$ cat src/rtl/seq_det_ctrl.sv
// seq_det_ctrl: run-time programmable serial pattern detector with arm/run/done sequencing
// and a target detection count that ends each run.
module seq_det_ctrl #(
   parameter  int MAXLEN = 8,
   parameter  int CNTW   = 8,
   localparam int LW     = $clog2(MAXLEN + 1)
) (
   input  logic              clk,
   input  logic              rst,
   input  logic              cfg_we,
   input  logic [MAXLEN-1:0] cfg_pattern,
   input  logic [LW-1:0]     cfg_len,
   input  logic              cfg_overlap,
   input  logic [CNTW-1:0]   cfg_target,
   input  logic              start,
   input  logic              abort,
   input  logic              x,
   input  logic              x_valid,
   output logic              z,
   output logic              busy,
   output logic              done,
   output logic [CNTW-1:0]   det_count,
   output logic              cfg_err
);
   typedef enum logic [1:0] {IDLE, RUN, DONE} state_t;
   state_t            state_q, state_d;
   logic [MAXLEN-1:0] pat_q, pat_d, hist_q, hist_d, hist_nx, mask;
   logic [LW-1:0]     len_q, len_d, fill_q, fill_d, fill_sat, eff_len;
   logic [LW:0]       fill1;
   logic [CNTW-1:0]   tgt_q, tgt_d, cnt_q, cnt_d, cnt_inc, eff_tgt;
   logic              ovl_q, ovl_d, z_q, z_d, err_q, err_d;
   logic              cfg_acc, cfg_ok, full, hit;
   // A start in the same cycle as a config write is judged against the incoming values.
   assign cfg_acc  = cfg_we && (state_q != RUN);
   assign eff_len  = cfg_acc ? cfg_len : len_q;
   assign eff_tgt  = cfg_acc ? cfg_target : tgt_q;
   assign cfg_ok   = (eff_len != '0) && (eff_len <= LW'(MAXLEN)) && (eff_tgt != '0);
   assign hist_nx  = {hist_q[MAXLEN-2:0], x};
   assign mask     = ~({MAXLEN{1'b1}} << len_q);
   assign fill1    = {1'b0, fill_q} + (LW+1)'(1);
   assign full     = fill1 >= {1'b0, len_q};
   assign fill_sat = full ? len_q : fill1[LW-1:0];
   assign hit      = full && (((hist_nx ^ pat_q) & mask) == '0);
   assign cnt_inc  = cnt_q + CNTW'(1);
   always_comb begin
      state_d = state_q;
      pat_d   = cfg_acc ? cfg_pattern : pat_q;
      len_d   = eff_len;
      ovl_d   = cfg_acc ? cfg_overlap : ovl_q;
      tgt_d   = eff_tgt;
      hist_d  = hist_q;
      fill_d  = fill_q;
      cnt_d   = cnt_q;
      z_d     = 1'b0;
      err_d   = 1'b0;
      if (state_q != RUN) begin
         if (start && cfg_ok) begin
            state_d = RUN;
            hist_d  = '0;
            fill_d  = '0;
            cnt_d   = '0;
         end else if (start) begin
            err_d = 1'b1;
         end
      end else if (abort) begin
         state_d = IDLE;
      end else if (x_valid) begin
         hist_d = hist_nx;
         fill_d = fill_sat;
         if (hit) begin
            z_d     = 1'b1;
            cnt_d   = cnt_inc;
            fill_d  = ovl_q ? fill_sat : '0;
            state_d = (cnt_inc == tgt_q) ? DONE : RUN;
         end
      end
   end
   always_ff @(posedge clk) begin
      if (rst) begin
         state_q <= IDLE;
         pat_q   <= '0;
         len_q   <= '0;
         ovl_q   <= 1'b0;
         tgt_q   <= '0;
         hist_q  <= '0;
         fill_q  <= '0;
         cnt_q   <= '0;
         z_q     <= 1'b0;
         err_q   <= 1'b0;
      end else begin
         state_q <= state_d;
         pat_q   <= pat_d;
         len_q   <= len_d;
         ovl_q   <= ovl_d;
         tgt_q   <= tgt_d;
         hist_q  <= hist_d;
         fill_q  <= fill_d;
         cnt_q   <= cnt_d;
         z_q     <= z_d;
         err_q   <= err_d;
      end
   end
   assign z         = z_q;
   assign busy      = (state_q == RUN);
   assign done      = (state_q == DONE);
   assign det_count = cnt_q;
   assign cfg_err   = err_q;
endmodule

$ cat config.mk
export PLATFORM = sky130hd
export DESIGN_NAME = seq_det_ctrl
export DESIGN_NICKNAME = d
export VERILOG_FILES = /design/src/rtl/seq_det_ctrl.sv
export SDC_FILE = /design/constraint.sdc
export NUM_CORES = 1
export LEC_CHECK = 0
export ABC_AREA = 1
export CORE_UTILIZATION = 50
export DETAILED_ROUTE_END_ITERATION = 10
export HOLD_SLACK_MARGIN = 0.05
export PLACE_DENSITY = 0.77
export REMOVE_ABC_BUFFERS = 1
export SYNTH_ARGS = -nofsm -noshare
export SYNTH_HDL_FRONTEND = slang
export SYNTH_SLANG_ARGS = --single-unit
$ cat constraint.sdc
create_clock -name clk -period 2.93 [get_ports clk]
set_input_delay 0.293 -clock clk [delete_from_list [all_inputs] [get_ports clk]]
set_output_delay 0.293 -clock clk [all_outputs]
set_load 0.01 [all_outputs]
==> Word level (Yosys, flattened, before mapping) <==
Cells that the tools add are included.
Widths: inputs -> output; s select.
{ "word_totals": {"reg_bits": 44, "out_inout_bits": 12, "wordCells": 68, "inputBits": 28} }
{ "classes": {"n_eq_ne": 6, "add_sub_neg": 2, "magnitude_cmp": 2, "reduce_logical": 17, "mux": 25, "n_bitwise": 5, "n_shift": 1} }
{ "ops": {"columns": ["cell", "count"], "rows": [
  ["$mux 8", 6],
  ["$mux 4", 8],
  ["$mux 7", 3],
  ["$mux 2", 6],
  ["$add 8x1->8 const B", 1],
  ["$and 8x8->8", 1],
  ["$eq 8x8->1", 1],
  ["$logic_not 8->1", 1],
  ["$not 8->8", 1],
  ["$reduce_bool 8->1", 1],
  ["$shl 8x4->8 const A", 1],
  ["$xor 8x8->8", 1],
  ["$ne 2x1->1 const B", 3],
  ["$reduce_and 3->1", 2],
  ["$reduce_bool 3->1", 2],
  ["$add 4x1->5 const B", 1],
  ["$ge 5x4->1", 1],
  ["$logic_and 1x1->1", 5],
  ["$le 4x4->1 const B", 1],
  ["$reduce_and 4->1", 1],
  ["$reduce_bool 2->1", 2],
  ["$reduce_bool 4->1", 1],
  ["$reduce_or 4->1", 1],
  ["$reduce_or 3->1", 1],
  ["4 further kinds", 6]
]} }

==> Longest topological paths before layout <==
{ "logic_depth": {"ltp_word": 9, "mapped_depth": 16, "depth_no_buf": 15} }

==> Worst setup path after synthesis <==
Ideal clock, no wire load.
{ "synth_timing": {"kind": "flip-flop to flip-flop", "startpoint": "register fill_q[0]", "endpoint": "register cnt_q[6], in the netlist det_count[6]", "t_arrival_ns": 2.049, "synth_period_minus_slack_ns": 2.162, "slack_ns": 0.768, "n_path_buf": 1, "stages_incl_launch_ff": 14, "required_ns": 2.817, "setup_time_ns": 0.113, "path_cell_list": "dfxtp_1 > ha_1 > xor2_1 > ha_1 > nand2_1 > inv_1 > nand4_1 > nand3_4 > nand4_1 > nand2_1 > nand3_4 > buf_6 > nor2_1 > nor2_1"} }
{ "synth_between": {"elab_chain_cells": 5} }
{ "synth_rtl": {"columns": ["element", "line", "source"], "rows": [
  ["start, declared", "28", "logic [LW-1:0] len_q, len_d, fill_q, fill_d, fill_sat, eff_len;"],
  ["start signal, assigned", "97", "fill_q <= fill_d;"],
  ["$add 4x1->5", "40", "assign fill1 = {1'b0, fill_q} + (LW+1)'(1);"],
  ["$ge 5x4->1", "41", "assign full = fill1 >= {1'b0, len_q};"],
  ["$logic_and 1x1->1", "43", "assign hit = full && (((hist_nx ^ pat_q) & mask) == '0);"],
  ["$reduce_bool 2->1 (no line)", null, null],
  ["$reduce_and 4->1 (no line)", null, null],
  ["end signal, assigned", "98", "cnt_q <= cnt_d;"],
  ["end, declared", "30", "logic [CNTW-1:0] tgt_q, tgt_d, cnt_q, cnt_d, cnt_inc, eff_tgt;"]
]} }
No other way between the ends.
A chain may end at the register's enable or synchronous reset.

==> Worst setup path after layout <==
{ "layout_timing": {"startpoint": "register fill_q[0]", "endpoint": "register cnt_q[4], in the netlist det_count[4]"} }
The elaborated chain is that of the path after synthesis.

==> impl_summary.txt <==
----------------------------------------------------
[Synth]
  Number of instances in the synthesized netlist ... about 420
  Yosys top cell by area ... dfxtp_1
  Most common flop cell mapped by yosys ... dfxtp_1
  Post-synth top area share ... 32.9%
  Adder-cell area share of the yosys netlist ... 2.80%
  Main combinational cell family by area after synthesis ... simple AND/OR/NAND/NOR gates
  Share of the synthesized area in compound gates (AO/OA/AOI/OAI) ... 7.14%
  Number of enable-type register cells in the synthesized netlist ... 0
  Multiplexer share of the synthesized area ... 0%
  Part of the Yosys area used for sequential elements ... 32.9%
  Post-synthesis xor/xnor area fraction ... 1.96%
  Mean Syn Cell Area ... 6.32 sq um
  Fraction of the mapped netlist area in simple logic gates ... 45.1%
  Yosys Warn Count ... 0
  Flip-flop and latch count after synthesis ... 44
  Post-synthesis cell area ... 0.00268 sq mm
  Async S/R FF share, synth ... 0%
  Count of cell types in the netlist ... 28
  Synth area leaders ... dfxtp_1 (33%), nand2_1 (18%), nor2_1 (9.1%)

[Power and ir drop]
  Cell internal power dissipation ... ~1.7 mW
  Clock network power share ... 16.3%
  PD cells ... about 960 mW/mm^2
  Gate power share ... 54.8%
  Flop pwr share ... 28.9%
  VDD IR-drop max ... 0.472 mV
  Leakage power of the design ... 1.52 nW
  Switching power ... 1.41 mW
  Proportion of total power due to net switching ... 45.7%

[Worst hold path]
  Cell depth of the worst min-delay path ... 2
  Endpoint with the worst hold slack ... pat_q[4]$_SDFFE_PP0N_
  Path category of the worst min-delay check ... flop to flop
  Launch point of the worst hold path ... pat_q[4]$_SDFFE_PP0N_

[Critical path]
  Startpoint of the most critical register-to-register path ... fill_q[0]$_SDFFE_PP0P_
  Critical-path cell with the highest stage delay ... dfxtp_1
  R2r endpoint ... det_count[4]$_SDFFE_PP0P_
  Cell-by-cell listing of the critical path ... ha_1, xor2_1, ha_1, nand2_1, nand2_1, nand3_1, nand2_1, inv_1, nand3_4, nand4_1, nand2_1, nand3_4, nand2_1, nand2_1, nor2_1
  Combined buffer and inverter count along the critical path ... 1
  Worst R2R Path Depth ... 15
  Setup slack of the most critical reg-to-reg path ... about 0.47 ns
  Maximum cell stage delay along the critical path ... 0.42 ns
  Crit Path Max Fanout ... 12
  Critical setup path kind ... flop to flop
  Kind of end point of the critical path ... flop
  Crit path arrival time ... 2.65 ns
  Most numerous cell on the critical path ... nand2_1
  Critical Path RT ... between 3 and 4 ns
  Top Family by Delay on Critical Path ... simple AND/OR/NAND/NOR gates
  Crit path launch type ... flop

[Placement]
  Routability-driven placement congestion ratio ... between 0.8 and 0.9
  Estimated wirelength of the detail-placed design ... 4460 microns
  Placed Area ... just over 0.003 sq mm
  IO Port Bufs ... 39

[Routing]
  Initial detailed-routing violation count ... around 130
  Post-detailed-route count of antenna-violating nets ... 0
  Number of vias per cell after detailed routing ... 5.18
  Vias ... 2735
  Post-route DRC ... 0
  Aggregate routed wire length ... approximately 6200 microns
  Per-cell routed wire length ... 11.8 microns
  Count of TritonRoute iterations in the first routing pass ... 5

[Flow run]
  Max-cap viol count ... 0

[CTS]
  Num Clock Sinks ... between 40 and 50
  Setup Buffers After CTS ... 0
  Post-CTS Hold Buffers ... 0
  Clock Path Buffers ... 2
  Library cell used as clock root buffer ... clkbuf_8
  Maximum level of the CTS H-tree ... 2
  CTS Buf Count ... 5
  Clock tree from TritonCTS ... built
  Source-to-sink clock delay at the later pin of the worst-skew pair ... 0.29 ns
  Clk slew on worst S/H paths ... 0.08 ns
  # resized after CTS ... 0

[Timing]
  Pin slew with the least headroom to its limit ... 0.742 ns
  Count of endpoints failing hold in the final timing report ... 0
  Setup repair after global routing missed its margin ... no
  Layout Skew ... 0.00336 ns
  Headroom to the max-slew limit ... 50.5%
  Setup total negative slack ... 0 ns
  Maximum clock frequency ... 407 MHz
  Final cycle utilization of the critical path ... 83.9%
  Max-slew violation count ... 0
  Final setup violation count ... 0
  Final worst path period need ... between 2 and 2.5 ns

[Global route]
  Antenna violations before repair ... 0
  Pin count of the biggest net entering global routing ... 29
  Number of global-route vias before repair ... ~2.4k
  GRT Total Usage ... 24.1%
  GRT overflow ... 0
  Wire length of the first global-routing pass ... 10500 microns

[Die]
  Floorplan core area ... a little over 0.005 sq mm
  Overall die height ... 75.2 microns
  Starting Density ... 52.2%
  Area of the die ... around 0.0057 sq mm
  Io pins ... 40
  Total number of placement rows ... 26
  Die width ... 75.2 microns

[Layout]
  Final Instance Area ... 0.00321 sq mm
  Number of nets in the layout ... 491
  # diodes ... 0
  Share of layout cells above drive strength 1 ... under 10%
  Filler cells ... 497
  Area growth syn-to-layout ... 19.7%

[Status]
  Run status ... finished, final reports clean

----------------------------------------------------
[worst max path at each step]
stage,startpoint,end,slack [ns],cells after the start
floorplan,fill_q[0]$_SDFFE_PP0P_,det_count[1]$_SDFFE_PP0P_,0.82,15
global placement,fill_q[0]$_SDFFE_PP0P_,det_count[5]$_SDFFE_PP0P_,0.53,15
detailed placement,cfg_we,det_count[4]$_SDFFE_PP0P_,0.44,13
CTS,fill_q[0]$_SDFFE_PP0P_,det_count[4]$_SDFFE_PP0P_,0.47,15
global route,fill_q[0]$_SDFFE_PP0P_,det_count[0]$_SDFFE_PP0P_,0.19,15
finish,fill_q[0]$_SDFFE_PP0P_,det_count[4]$_SDFFE_PP0P_,0.47,15
[cells by family after synthesis]
family | after synthesis
AO/OA/AOI/OAI | 37
XOR/XNOR | 6
adder cells (fa/ha/maj) | 6
buffers and inverters | 63
flip-flops | 44
AND/OR/NAND/NOR | 268
[through the flow]
step	power (mW)	hold slack [ns]	instances	worst slack [ns]	util, %
final	3.08	0.474	528	0.472	62.4
after global placement	2.54	0.458	520	0.526	60.0
after floorplan	2.13	0.362	409	0.824	-
after global routing	3.38	0.505	528	0.190	62.4
after detailed placement	2.57	0.464	520	0.438	60.0
after CTS	3.09	0.476	528	0.471	62.4
[cell usage after synthesis, types with 2 or more instances]
| master | number |
|---|---|
| inv_1 | 45 |
| a21oi_1 | 20 |
| nand4_1 | 19 |
| nand2_4 | 3 |
| o21ai_0 | 15 |
| buf_4 | 2 |
| nand3_1 | 33 |
| nand2_1 | 128 |
| inv_2 | 3 |
| buf_2 | 4 |
| xor2_1 | 5 |
| nand3_2 | 2 |
| ha_1 | 6 |
| nand3b_1 | 10 |
| buf_6 | 3 |
| clkbuf_1 | 6 |
| nor2_1 | 65 |
| dfxtp_1 | 44 |
| nand3_4 | 2 |
[worst min-delay path: cells and delay by family (launching register included)]
family / cells / cell delay, ns
compound gates: 1 / 0.05
buf+inv: 1 / 0.06
flops: 1 / 0.32
[power by group through the flow]
stage          combinational [mW]  sequential [mW]  clock, mW
2_1_floorplan                1.25            0.883          0
3_3_place_gp                 1.64            0.894          0
3_5_place_dp                 1.67            0.898          0
4_1_cts                      1.69            0.886      0.513
5_1_grt                      1.93            0.910      0.539
6_report                     1.69            0.888      0.503
[final cells by class]
type	count	area, sq um	share of cell area (%)
clock buffer	7	96.3	3.00
timing repair buffer	41	405	12.6
inverter	48	180	5.61
multi-input combinational	317	1530	47.6
tap	70	87.6	2.73
sequential	44	881	27.4
clock inverter	1	30.0	0.936
[layout by cell type (no fill, tap or decap), types with 3 or more instances in the layout]
cell type          n
a21oi_1           20
clkbuf_8           7
clkdlybuf4s50_1   39
dfxtp_1           44
ha_1               6
inv_1             45
inv_2              3
nand2_1          128
nand2_4            3
nand3_1           33
nand3b_1          10
nand4_1           19
nor2_1            65
o21ai_0           15
xor2_1             5
[registers in the layout, indices dropped and copies added, names as in the netlist]
signal	cells
det_count	8
hist_q	7
z	1
state_q	2
ovl_q	1
cfg_err	1
tgt_q	8
len_q	4
fill_q	4
pat_q	8
[metal layers]
| layer | wire (microns) | global-route usage (%) | vias to the layer above |
|---|---|---|---|
| met1 | 2960 | 33.1 | 1227 |
| met4 | 87 | 8.02 | 0 |
| met2 | 2830 | 38.2 | 79 |
| met5 | 0 | 0 | - |
| li1 | - | - | 1420 |
| met3 | 342 | 4.55 | 9 |
Power figures use the tool's default switching activity.
==> RTL edit 1: new RTL, same settings <==
Re-encode `state_t` (3 states) as one-hot, 3 bits wide.
--- a/src/rtl/seq_det_ctrl.sv
+++ b/src/rtl/seq_det_ctrl.sv
@@ -22,7 +22,7 @@
    output logic [CNTW-1:0]   det_count,
    output logic              cfg_err
 );
-   typedef enum logic [1:0] {IDLE, RUN, DONE} state_t;
+   typedef enum logic [2:0] {IDLE = 3'b001, RUN = 3'b010, DONE = 3'b100} state_t;
    state_t            state_q, state_d;
    logic [MAXLEN-1:0] pat_q, pat_d, hist_q, hist_d, hist_nx, mask;
    logic [LW-1:0]     len_q, len_d, fill_q, fill_d, fill_sat, eff_len;
Function: no difference found for any inputs over 4 cycles, from zero or initial values and one cycle with rst high; so few cycles prove little.
==> RTL edit 1 against the original RTL <==
  * Via count down 2.1%
  * Synthesized area is 1.6% higher
  * Sequential cell count rose by 1
  * Die area grew 1.6%
  * Highest routed layer unchanged
  * Routed wire length is 0.95% lower
  * First-iteration DRC count increased by 41%
  * Fmax increased by 0.58%
  * Design area rose by 0.86%
  * Worst setup slack improved by 14 ps
Power is not compared: it rests on default switching activity, and its combinational part moved more than twofold at a synthesized area within 25%.
==> RTL edit 1: results (changes against the original RTL) <==
status=finished clean (unchanged); Worst-Skew Late Latency=290 ps (about the same); largest cells by area after synthesis=dfxtp_1, nand2_1, nor2_1 (unchanged); vias in the first global route=2227 (was 2361); postcts setup bufs=0 (unchanged); share of cells above drive strength 1=0.04915 (was 0.05240); vias=2678 (was 2735); dpl ws=495.4 ps (was 438.3 ps); sequential area share after synthesis=0.3306 (was 0.3285); GRT Total Usage=0.2271 (was 0.2412); pin count of the biggest net entering global routing=31 (was 29); Worst Path Max Fanout=9 (was 12); Slew @ Worst Pin=1036 ps (was 742.3 ps); routed len/inst=11.44 um (was 11.77 um); DR iter-0 viols=185 (was 131); Max IR drop VDD=0.3232 mV; Commonest cells post-synth=nand2_1, nor2_1, inv_1 (unchanged); diode count=0 (unchanged); Max H-tree Level=2 (unchanged); routability cong.=0.8727 (was 0.8487); root buffer cell=clkbuf_8 (unchanged); Yosys warning count=0 (unchanged); clock buffer count from CTS=5 (unchanged); Reg2Reg Setup Slack=just under 500 ps; iteration count of the initial detailed-routing pass=4 (was 5); first-pass GRT wire length=9998 um (was 10470 um); post-CTS resize count=0 (unchanged); CP arrival=2640 ps (was 2650 ps); Pleak=between 1.5 and 2 nW; Yosys cell types=26 (was 28); period utilisation layout=0.8341 (was 0.8390); clk slew on worst S/H paths=80 ps (about the same); P_sw=between 500 and 600 uW; DP HPWL=4566 um (was 4461 um); Buffers on Ports=39 (unchanged); Clock Skew=8.089 ps (was 3.355 ps); nets=501 (was 491)
-- RTL edit 1: cell count changes after synthesis, sizes merged, moves of 4 or more --
cell,change
xor2,+4
inv,+5
o21ai,+15
nand2,-21
nor2,+20
a21oi,-12
nand3,-6
-- RTL edit 1: cell families (layout without fill, tap and decap cells) --
| group | after synthesis | after routing | share of synthesized area |
|---|---|---|---|
| and+or+nand+nor | 257 | 257 | 0.4183 |
| DFF | 45 | 45 | 0.3306 |
| buffers and inverters | 70 | 108 | 0.1093 |
| xor gates and xnor gates | 13 | 13 | 0.04178 |
| adders and majority gates | 6 | 6 | 0.02755 |
| AOI/OAI and AO/OA | 39 | 39 | 0.07254 |
-- RTL edit 1: power groups by stage --
stage	Combinational [mW]	Clock (mW)	Sequential, mW
2_1_floorplan	0.391	0	0.750
3_3_place_gp	0.564	0	0.753
3_5_place_dp	0.578	0	0.754
4_1_cts	0.583	0.375	0.741
5_1_grt	0.667	0.399	0.751
6_report	0.584	0.368	0.741
-- RTL edit 1: critical path: stages, from the launching register on --
cell	delay (ps)
dfxtp_1	420
ha_1	210
xor2_1	250
ha_1	310
a21oi_1	120
nand3b_1	130
nand4_2	100
nand3_1	160
nand2_1	230
nand3_2	240
nand2_1	80
inv_1	60
nor2_1	40
-- RTL edit 1: worst paths after layout --
| path | startpoint | to | cells after the start |
|---|---|---|---|
| worst max-delay path | fill_q[0] | det_count[0] | 12 |
| worst min-delay path | ovl_q | ovl_q | 2 |
| worst max register to register | fill_q[0] | det_count[0] | 12 |
| worst min register to register | ovl_q | ovl_q | 2 |
-- RTL edit 1: layout make-up --
type / instances / area [um^2]
flip-flops and latches: 45 / 900.9
multi-input cells: 315 / 1526
clock buffers: 8 / 80.08
fillers: 480 / 1936
inverters: 55 / 206.4
repair buffers: 45 / 435.4
well taps: 70 / 87.58
-- RTL edit 1: per-stage QoR --
step                utilization  hold WS, ps  cells  area [um^2]  total power, mW
finish                   0.6258        468.3    538         3237            1.693
global placement         0.6103        457.3    530         3157            1.318
global route             0.6258        505.7    538         3237            1.817
detailed placement       0.6103        460.2    530         3157            1.332
CTS                      0.6258        470.9    538         3237            1.699
floorplan                     -        365.4    415         2634            1.140
-- RTL edit 1: per-layer routing --
metal / wire length (um) / share of wire / global-route usage
met2: 2611 / 0.42 / 0.3530
met5: 0 / 0 / 0
met4: 39 / 0.0063 / 0.04115
met3: 383 / 0.062 / 0.03175
met1: 3120 / 0.51 / 0.3355
==> RTL edit 2: new RTL, same flow settings <==
Made on the original files. Change the parameter `CNTW` from 8 to 10.
--- a/src/rtl/seq_det_ctrl.sv
+++ b/src/rtl/seq_det_ctrl.sv
@@ -2,7 +2,7 @@
 // and a target detection count that ends each run.
 module seq_det_ctrl #(
    parameter  int MAXLEN = 8,
-   parameter  int CNTW   = 8,
+   parameter  int CNTW   = 10,
    localparam int LW     = $clog2(MAXLEN + 1)
 ) (
    input  logic              clk,
Interface: changed (resized cfg_target and det_count); port bits go from 40 to 44. No check against the original RTL was run, so the function may have changed too.
==> RTL edit 2 against the original RTL <==
  * Design area rose by 10%
  * Synthesized area rose by 12%
  * Routed wire length rose by 13%
  * Non-clock buffer count rose by 5
  * Critical path depth did not move
  * Largest power group unchanged
  * Total power rose by 1.2%
  * Worst setup slack got worse by 41 ps
  * Final cell count rose by 8.1%
  * Critical endpoint unchanged
  * Critical path type unchanged
  * Sequential cell count rose by 4
==> RTL edit 2: results (changes against the original RTL) <==
status=finished clean (unchanged); largest cells by area after synthesis=dfxtp_1, nand2_1, nor2_1 (unchanged); post-CTS resize count=0 (unchanged); vias in the first global route=2584 (was 2361); Yosys warning count=0 (unchanged); Slew @ Worst Pin=786.0 ps (was 742.3 ps); GRT Total Usage=0.2355 (was 0.2412); nets=534 (was 491); CP arrival=2750 ps (was 2650 ps); Commonest cells post-synth=nand2_1, nor2_1, dfxtp_1 (was nand2_1, nor2_1, inv_1); pin count of the biggest net entering global routing=36 (was 29); root buffer cell=clkbuf_8 (unchanged); number of antenna violations at the first check in global routing=0 (unchanged); Clock Skew=6.464 ps (was 3.355 ps); hold path start=ovl_q (was pat_q[4]); CP Launch Point=fill_q[0] (unchanged); routability cong.=0.8479 (was 0.8487); vias=2985 (was 2735); first-pass GRT wire length=11690 um (was 10470 um); diode count=0 (unchanged); reg2reg start=fill_q[0] (unchanged); DP HPWL=5155 um (was 4461 um); Worst Path Max Fanout=17 (was 12); DR iter-0 viols=219 (was 131); Max Buffers Root-to-Sink=2 (unchanged); switching part of the total power=0.4494 (was 0.4572); Buffers on Ports=43 (was 39); cts hold-fix bufs=0 (unchanged); Post-Route WL=7015 um (was 6213 um); share of cells above drive strength 1=0.07014 (was 0.05240); sequential area share after synthesis=0.3207 (was 0.3285); clk slew on worst S/H paths=roughly 90 ps; Yosys cell types=34 (was 28); iteration count of the initial detailed-routing pass=5 (unchanged); Pleak=1.596 nW (was 1.520 nW); Post-synth ARST share=0 (unchanged); Max IR drop VDD=0.3721 mV (was 0.4718 mV); Worst-Skew Late Latency=310 ps (was 290 ps)
-- RTL edit 2: final cells by class --
class / count / area, um^2
fill: 524 / 2102
multi-input combinational: 350 / 1748
sequential: 48 / 960.9
timing repair buffer: 46 / 452.9
inverter: 47 / 176.4
tap: 72 / 90.09
clock buffer: 5 / 68.82
clock inverter: 3 / 42.54
-- RTL edit 2: metal layers --
| metal | global-route usage | up-vias | wire length [um] | share of wire |
|---|---|---|---|---|
| li1 | - | 1549 | - | - |
| met4 | 0.06364 | 0 | 89 | 0.013 |
| met5 | 0 | - | 0 | 0 |
| met3 | 0.03657 | 9 | 452 | 0.064 |
| met2 | 0.3733 | 97 | 3000 | 0.43 |
| met1 | 0.3310 | 1330 | 3474 | 0.50 |
-- RTL edit 2: final timing paths --
path	endpoint	slack (ps)	cells past startpoint
setup / recovery	det_count[4]	430	15
hold / removal	ovl_q	460	2
setup reg to reg	det_count[4]	430	15
hold reg to reg	ovl_q	460	2
-- RTL edit 2: stage by stage --
stage                     area, um^2  power (mW)  setup WS, ps  instances
after global routing            3540       3.376         139.1        571
after global placement          3428       2.579         438.6        563
after detailed placement        3428       2.617         361.9        563
final                           3540       3.112         430.7        571
after CTS                       3540       3.108         424.6        571
after floorplan                 2885       2.115         716.2        445
-- RTL edit 2: cells by family (layout without fill, tap and decap cells) --
kind of cell | count (synthesis) | in the layout | synth area share
flip-flops | 48 | 48 | 0.3207
AO/OA/AOI/OAI | 54 | 54 | 0.09854
AND/OR/NAND/NOR | 277 | 277 | 0.4171
adder cells (fa/ha/maj) | 6 | 6 | 0.02505
buffers and inverters | 62 | 101 | 0.09603
XOR/XNOR | 13 | 13 | 0.04259
-- RTL edit 2: worst max-delay path: stages (launching register included) --
cell and delay, ps:
dfxtp_1 370, ha_1 240, xor2_1 170, ha_1 330, nand2_1 60, nand2_1 60, nand3_1 60, nand2_1 60
inv_1 40, nand3_2 70, nand4_1 190, nand2_2 340, nand3_1 200, nand2_1 100, nand2_1 50, nor2_1 110
-- RTL edit 2: power groups by stage --
stage | logic [mW] | clock network [mW] | registers, mW
finish | 1.66 | 0.484 | 0.965
global route | 1.87 | 0.517 | 0.987
CTS | 1.65 | 0.494 | 0.963
detailed placement | 1.64 | 0 | 0.977
global placement | 1.60 | 0 | 0.975
floorplan | 1.15 | 0 | 0.968
